$ cat src/rtl/gray_pkg.sv
// Shared Gray-domain definitions: FSM state type, default width and Gray conversions.
// The conversion functions work on zero-extended values up to GRAY_FN_W bits; callers truncate the result.
package gray_pkg;

  localparam int GRAY_DEF_WIDTH = 4;
  localparam int GRAY_FN_W      = 32;

  typedef enum logic {ACCUM, EMIT} gray_enc_state_t;

  function automatic logic [GRAY_FN_W-1:0] bin2gray(input logic [GRAY_FN_W-1:0] x);
    return x ^ (x >> 1);
  endfunction

  function automatic logic [GRAY_FN_W-1:0] gray2bin(input logic [GRAY_FN_W-1:0] g);
    logic [GRAY_FN_W-1:0] b;
    b = g;
    for (int i = 1; i < GRAY_FN_W; i++) begin
      b = b ^ (g >> i);
    end
    return b;
  endfunction

endpackage

$ cat src/rtl/gray_encode.sv
// Combinational N-bit binary-to-Gray encoder, shared by Gray-domain blocks.
module gray_encode
  import gray_pkg::*;
#(
  parameter int N = GRAY_DEF_WIDTH + 1
) (
  input  logic [N-1:0] bin,
  output logic [N-1:0] gray
);

  assign gray = N'(bin2gray(GRAY_FN_W'(bin)));

endmodule

$ cat src/rtl/gray_accum_encoder.sv
// Accumulates a frame of binary beats modulo 2^(WIDTH+1) and emits the total Gray-encoded,
// together with a sticky overflow flag and a saturating beat count.
module gray_accum_encoder
  import gray_pkg::*;
#(
  parameter int WIDTH   = GRAY_DEF_WIDTH,
  parameter int COUNT_W = 8
) (
  input  logic               clk,
  input  logic               rst_n,
  input  logic               in_valid,
  output logic               in_ready,
  input  logic [WIDTH:0]     in_bin,
  input  logic               in_last,
  output logic               out_valid,
  input  logic               out_ready,
  output logic [WIDTH:0]     out_gray,
  output logic               out_ovf,
  output logic [COUNT_W-1:0] out_count
);

  localparam int BW = WIDTH + 1;

  gray_enc_state_t    state_q, state_d;
  logic [BW-1:0]      acc_p0;
  logic               ovf_p0;
  logic [COUNT_W-1:0] cnt_p0;

  logic               accept;
  logic [BW:0]        sum_p0;
  logic [BW-1:0]      acc_nxt;
  logic               carry;
  logic               ovf_nxt;
  logic [COUNT_W-1:0] cnt_nxt;
  logic [BW-1:0]      gray_nxt;

  function automatic logic [COUNT_W-1:0] sat_inc(input logic [COUNT_W-1:0] c);
    return (&c) ? c : c + COUNT_W'(1);
  endfunction

  // Stage 0: one extra bit on the add exposes the wrap as a carry-out
  assign accept   = in_valid & in_ready;
  assign sum_p0   = {1'b0, acc_p0} + {1'b0, in_bin};
  assign acc_nxt  = sum_p0[BW-1:0];
  assign carry    = sum_p0[BW];
  assign ovf_nxt  = ovf_p0 | carry;
  assign cnt_nxt  = sat_inc(cnt_p0);

  gray_encode #(.N(BW)) u_gray_encode (
    .bin  (acc_nxt),
    .gray (gray_nxt)
  );

  always_comb begin
    state_d   = state_q;
    in_ready  = 1'b0;
    out_valid = 1'b0;
    case (state_q)
      ACCUM: begin
        in_ready = 1'b1;
        if (accept && in_last) state_d = EMIT;
      end
      EMIT: begin
        out_valid = 1'b1;
        if (out_ready) state_d = ACCUM;
      end
      default: state_d = ACCUM;
    endcase
  end

  always_ff @(posedge clk or negedge rst_n) begin
    if (!rst_n) begin
      state_q <= ACCUM;
    end else begin
      state_q <= state_d;
    end
  end

  // Stage 1: the last beat of a frame loads the result registers and clears the running state
  always_ff @(posedge clk or negedge rst_n) begin
    if (!rst_n) begin
      acc_p0    <= '0;
      ovf_p0    <= 1'b0;
      cnt_p0    <= '0;
      out_gray  <= '0;
      out_ovf   <= 1'b0;
      out_count <= '0;
    end else if (accept) begin
      if (in_last) begin
        acc_p0    <= '0;
        ovf_p0    <= 1'b0;
        cnt_p0    <= '0;
        out_gray  <= gray_nxt;
        out_ovf   <= ovf_nxt;
        out_count <= cnt_nxt;
      end else begin
        acc_p0 <= acc_nxt;
        ovf_p0 <= ovf_nxt;
        cnt_p0 <= cnt_nxt;
      end
    end
  end

endmodule

$ cat config.mk
export PLATFORM = sky130hd
export DESIGN_NAME = gray_accum_encoder
export DESIGN_NICKNAME = d
export VERILOG_FILES = /design/src/rtl/gray_pkg.sv /design/src/rtl/gray_encode.sv /design/src/rtl/gray_accum_encoder.sv
export SDC_FILE = /design/constraint.sdc
export NUM_CORES = 1
export LEC_CHECK = 0
export BUFFER_PORTS_ARGS = -buffer_cell sky130_fd_sc_hd__buf_2
export CELL_PAD_IN_SITES_DETAIL_PLACEMENT = 0
export CELL_PAD_IN_SITES_GLOBAL_PLACEMENT = 1
export CORE_ASPECT_RATIO = 2
export CORE_MARGIN = 3
export CORE_UTILIZATION = 43
export CTS_CLUSTER_DIAMETER = 200
export DETAILED_ROUTE_END_ITERATION = 12
export PLACE_DENSITY_LB_ADDON = 0.08
export SLEW_MARGIN = 40
export SYNTH_ARGS = -nofsm -noshare
export SYNTH_HDL_FRONTEND = slang
export SYNTH_HIERARCHICAL = 1
export SYNTH_SLANG_ARGS = --single-unit
$ cat constraint.sdc
create_clock -name clk -period 2.5 [get_ports clk]
set_clock_uncertainty 0.2 [all_clocks]
set_input_delay 0.375 -clock clk [delete_from_list [all_inputs] [get_ports clk]]
set_output_delay 0.375 -clock clk [all_outputs]
set_load 0.005 [all_outputs]
==> Implementation_results.wiki <==
{| class="wikitable"
! Metric !! Value
|-
| Result of the run || finished clean
|-
| Net total in the final layout || 217
|-
| Final antenna diode count || 0
|-
| NetSw || slightly above 0.5 mW
|-
| Hold Crit Start || out_ready
|-
| Drt pass-1 iters || 4
|-
| Maximum number of pins on one net before global-route repair || 30
|-
| Number of maximum-capacitance constraint violations || 0
|-
| Via count normalized by instance count || between 5 and 6
|-
| Number of core rows || 31
|-
| Setup repair after global routing missed its margin || no
|-
| Fill cells || about 370
|-
| DRC violation count after routing || 0
|-
| Dominant register cell in the synthesized netlist || dfrtp_1
|-
| Worst-path clk slew || about 0.06 ns
|-
| Ratio of final minimum period to clock period || about four fifths
|-
| Clock tree from TritonCTS || built
|-
| Share of synthesized registers carrying an async set or reset || 100%
|-
| Worst-path fanout max || 4
|-
| Power density of the placed cells || about 800 nW/µm²
|-
| Clock H-tree levels || 2
|-
| Bufs on Longest Clock Path || 2
|-
| Via count of the first global-routing pass || approximately 1500
|-
| Core region area || around 3700 µm²
|-
| Detailed placement HPWL || between 3 and 4 mm
|-
| Number of cells on the worst reg-to-reg path || 7
|-
| Total wire length || 4.17 mm
|-
| Reg-to-reg startpoint || acc_p0[2]$_DFFE_PN0P_
|-
| Signed area change from the synthesized netlist to the final layout || 12.8%
|-
| Footprint of the multi-input gates || slightly above 800 µm²
|-
| Cell internal power dissipation || ~1 mW
|-
| Routability congestion estimate || about 0.79
|-
| Sum of negative setup slack || 0 ns
|-
| Total via count in the routed design || 1427
|-
| Total routing resource utilization after global routing || 20.7%
|-
| Post-synthesis sequential area ratio || a little over two fifths
|-
| Resized cells post-CTS || 0
|-
| Switching Fraction || between 30 and 40%
|-
| First-pass GRT wire length || 7.22 mm
|-
| Root Buffer || clkbuf_8
|-
| Part of the total power dissipated in the clock network || about 26%
|-
| Part of the total power dissipated in combinational logic || a little under a third
|-
| Mean area per synthesized cell || around 9.5 µm²
|-
| Worst slew margin relative to its limit || a little under three fifths
|-
| Crit path from || acc_p0[2]$_DFFE_PN0P_
|-
| Flop pwr share || approximately 44%
|-
| Port Buffer Count || 25
|-
| Synthesized netlist net count || roughly 190
|-
| # clock sinks || 29
|-
| CP Capture Type || flop
|-
| Reported leakage power || between 0.9 and 1 nW
|-
| Number of ports placed on the die boundary || 26
|-
| Die ar. || ~4700 µm²
|-
| Num CTS Buffers || 5
|-
| Synth Register Bits || 29
|-
| Effective utilization at floorplan || between 40% and 50%
|-
| Peak supply drop || between 0.0004 and 0.0005 V
|-
| Grt ovf || 0
|-
| Worst-Margin Slew || roughly 0.66 ns
|-
| Hold Path Cell Cnt || 2
|-
| Summed instance area of the synthesized netlist || about 1700 µm²
|-
| Detailed router's first-iteration violation count || 18
|-
| Worst Hold Class || in2reg
|-
| Yosys warning total || 6
|-
| Fin. Hold Viols || 0
|-
| Final worst path period need || 2.04 ns
|-
| Die W || about 50 µm
|-
| Utilization after layout || between 50% and 60%
|-
| End point of the most critical hold path || state_q$_DFF_PN0_
|-
| Startpoint type of the worst setup path || flop
|-
| Maximum frequency from static timing analysis || 490 MHz
|-
| Routed wire per std cell || 16.7 µm
|-
| Floorplan die height || between 90 and 100 µm
|-
| Post CTS Setup Buffer Count || 0
|-
| Setup CP Type || reg2reg
|-
| Flop2flop setup slack || 0.46 ns
|-
| Worst EP required || ~2.5 ns
|-
| Area taken by flip-flops and latches || between 700 and 800 µm²
|-
| Number of distinct library cells after synthesis || 45
|-
| Setup-failing EPs final || 0
|-
| Detail Route Antenna Nets || 0
|-
| Layout cell share with drive strength beyond 1 || 19.5%
|-
| Final number of max-transition violations || 0
|-
| Post-synthesis cell count || 175
|-
| Insertion delay to the later sink of the worst-skew pair || between 0.2 and 0.3 ns
|-
| Number of synthesized flops with an enable pin || 0
|-
| Initial antenna violation count || 0
|-
| Worst EP arrival || 2.01 ns
|-
| Critical R2R Capture || out_gray[2]$_DFFE_PN0P_
|}
-- placed cells by master, fill, tap and decap left out, types with 3 or more instances in the layout --
cell / instances
nand2_1: 29
dfrtp_1: 29
buf_2: 25
a21oi_1: 14
o21ai_0: 9
nand3_1: 6
nor3_1: 6
ha_1: 6
clkbuf_8: 6
inv_1: 5
nor2_1: 5
xor2_1: 5
and3_1: 4
o31ai_1: 4
a31oi_1: 4
buf_4: 4
nor2b_1: 3
-- synthesized netlist by cell type, types with 2 or more instances --
library cell   n  area, µm²
inv_1          5       18.8
and4_2         2       20.0
and3_1         4       25.0
buf_6          4       45.0
and2_1         2       12.5
a221oi_1       2       17.5
a31oi_1        4       25.0
or3_1          2       12.5
buf_4          2       15.0
mux2i_1        2       20.0
nor2_1         5       18.8
o21ai_0        9       45.0
nand2_1       29        109
nor3_1         6       30.0
o31ai_1        4       30.0
a211oi_1       2       15.0
buf_2          5       25.0
dfrtp_1       29        726
nand2b_1       2       12.5
ha_1           6       75.1
xor2_1         5       43.8
nand3_1        6       30.0
a21oi_1       14       70.1
nor2b_1        3       18.8
-- sequential cells by signal, summed over array words and instances (netlist names) --
name / flops
acc_p0: 5
cnt_p0: 8
out_gray: 5
ovf_p0: 1
out_ovf: 1
state_q: 1
out_count: 8
-- kinds of logic (layout without fill, tap and decap cells) --
family                     Yosys count  after routing  share of synthesized area [%]
xor gates and xnor gates             5              5                           2.63
adders and majority gates            7              7                           5.72
buffers and inverters               17             42                           7.15
muxes                                2              2                           1.20
DFF                                 29             29                           43.6
and+or+nand+nor                     69             69                           21.6
AOI/OAI and AO/OA                   46             46                           18.1
-- final cells by class --
cell class                 count  area share, %
clock buffer                   7           4.60
timing repair buffer          30           8.81
tap                           49           3.27
sequential                    29           38.7
multi-input combinational    129           43.6
inverter                       5           1.00
-- worst max path at each step --
stage	end	slack, ns	cells past startpoint
5_1_grt	out_gray[2]$_DFFE_PN0P_	0.38	7
3_5_place_dp	out_gray[2]$_DFFE_PN0P_	0.36	8
2_1_floorplan	out_gray[2]$_DFFE_PN0P_	0.54	7
3_3_place_gp	out_gray[2]$_DFFE_PN0P_	0.39	8
6_report	out_gray[2]$_DFFE_PN0P_	0.46	7
4_1_cts	out_gray[2]$_DFFE_PN0P_	0.45	7
-- per-stage QoR --
stage | total power [mW] | hold WS (ns) | std cells | cell area, µm² | setup WS (ns)
after detailed placement | 1.13 | 0.248 | 241 | 1780 | 0.363
after CTS | 1.53 | 0.0632 | 249 | 1880 | 0.451
final | 1.51 | 0.0679 | 249 | 1880 | 0.460
after floorplan | 0.956 | -0.121 | 175 | 1660 | 0.544
after global placement | 1.12 | 0.233 | 241 | 1780 | 0.395
after global routing | 1.62 | 0.0886 | 249 | 1880 | 0.384
-- power by group through the flow --
| stage | clock, mW | sequential [mW] | combinational (mW) |
|---|---|---|---|
| finish | 0.387 | 0.656 | 0.464 |
| global route | 0.423 | 0.670 | 0.528 |
| CTS | 0.404 | 0.657 | 0.473 |
| detailed placement | 0 | 0.664 | 0.470 |
| global placement | 0 | 0.658 | 0.458 |
| floorplan | 0 | 0.648 | 0.308 |
-- worst max-delay path, cell delays in order, from the launching register on --
cell     delay, ns
dfrtp_1       0.39
ha_1          0.33
and3_1        0.17
or3_1         0.35
and2_1        0.20
xor2_1        0.16
nand2_1       0.08
nand2_1       0.04
-- routing by layer --
metal	track usage [%]	share of wire, %	vias to the layer above
met2	38.3	57	30
met1	21.3	37	710
met5	0	0	-
met4	10.2	3.0	0
li1	-	-	677
met3	4.13	2.6	10
-- what timing repair did --
action                                  in CTS  in global routing
endpoints found under the setup margin       0                  0
hold endpoints to repair                    29                  0
hold buffers                                 1                  0
Power figures use the tool's default switching activity.
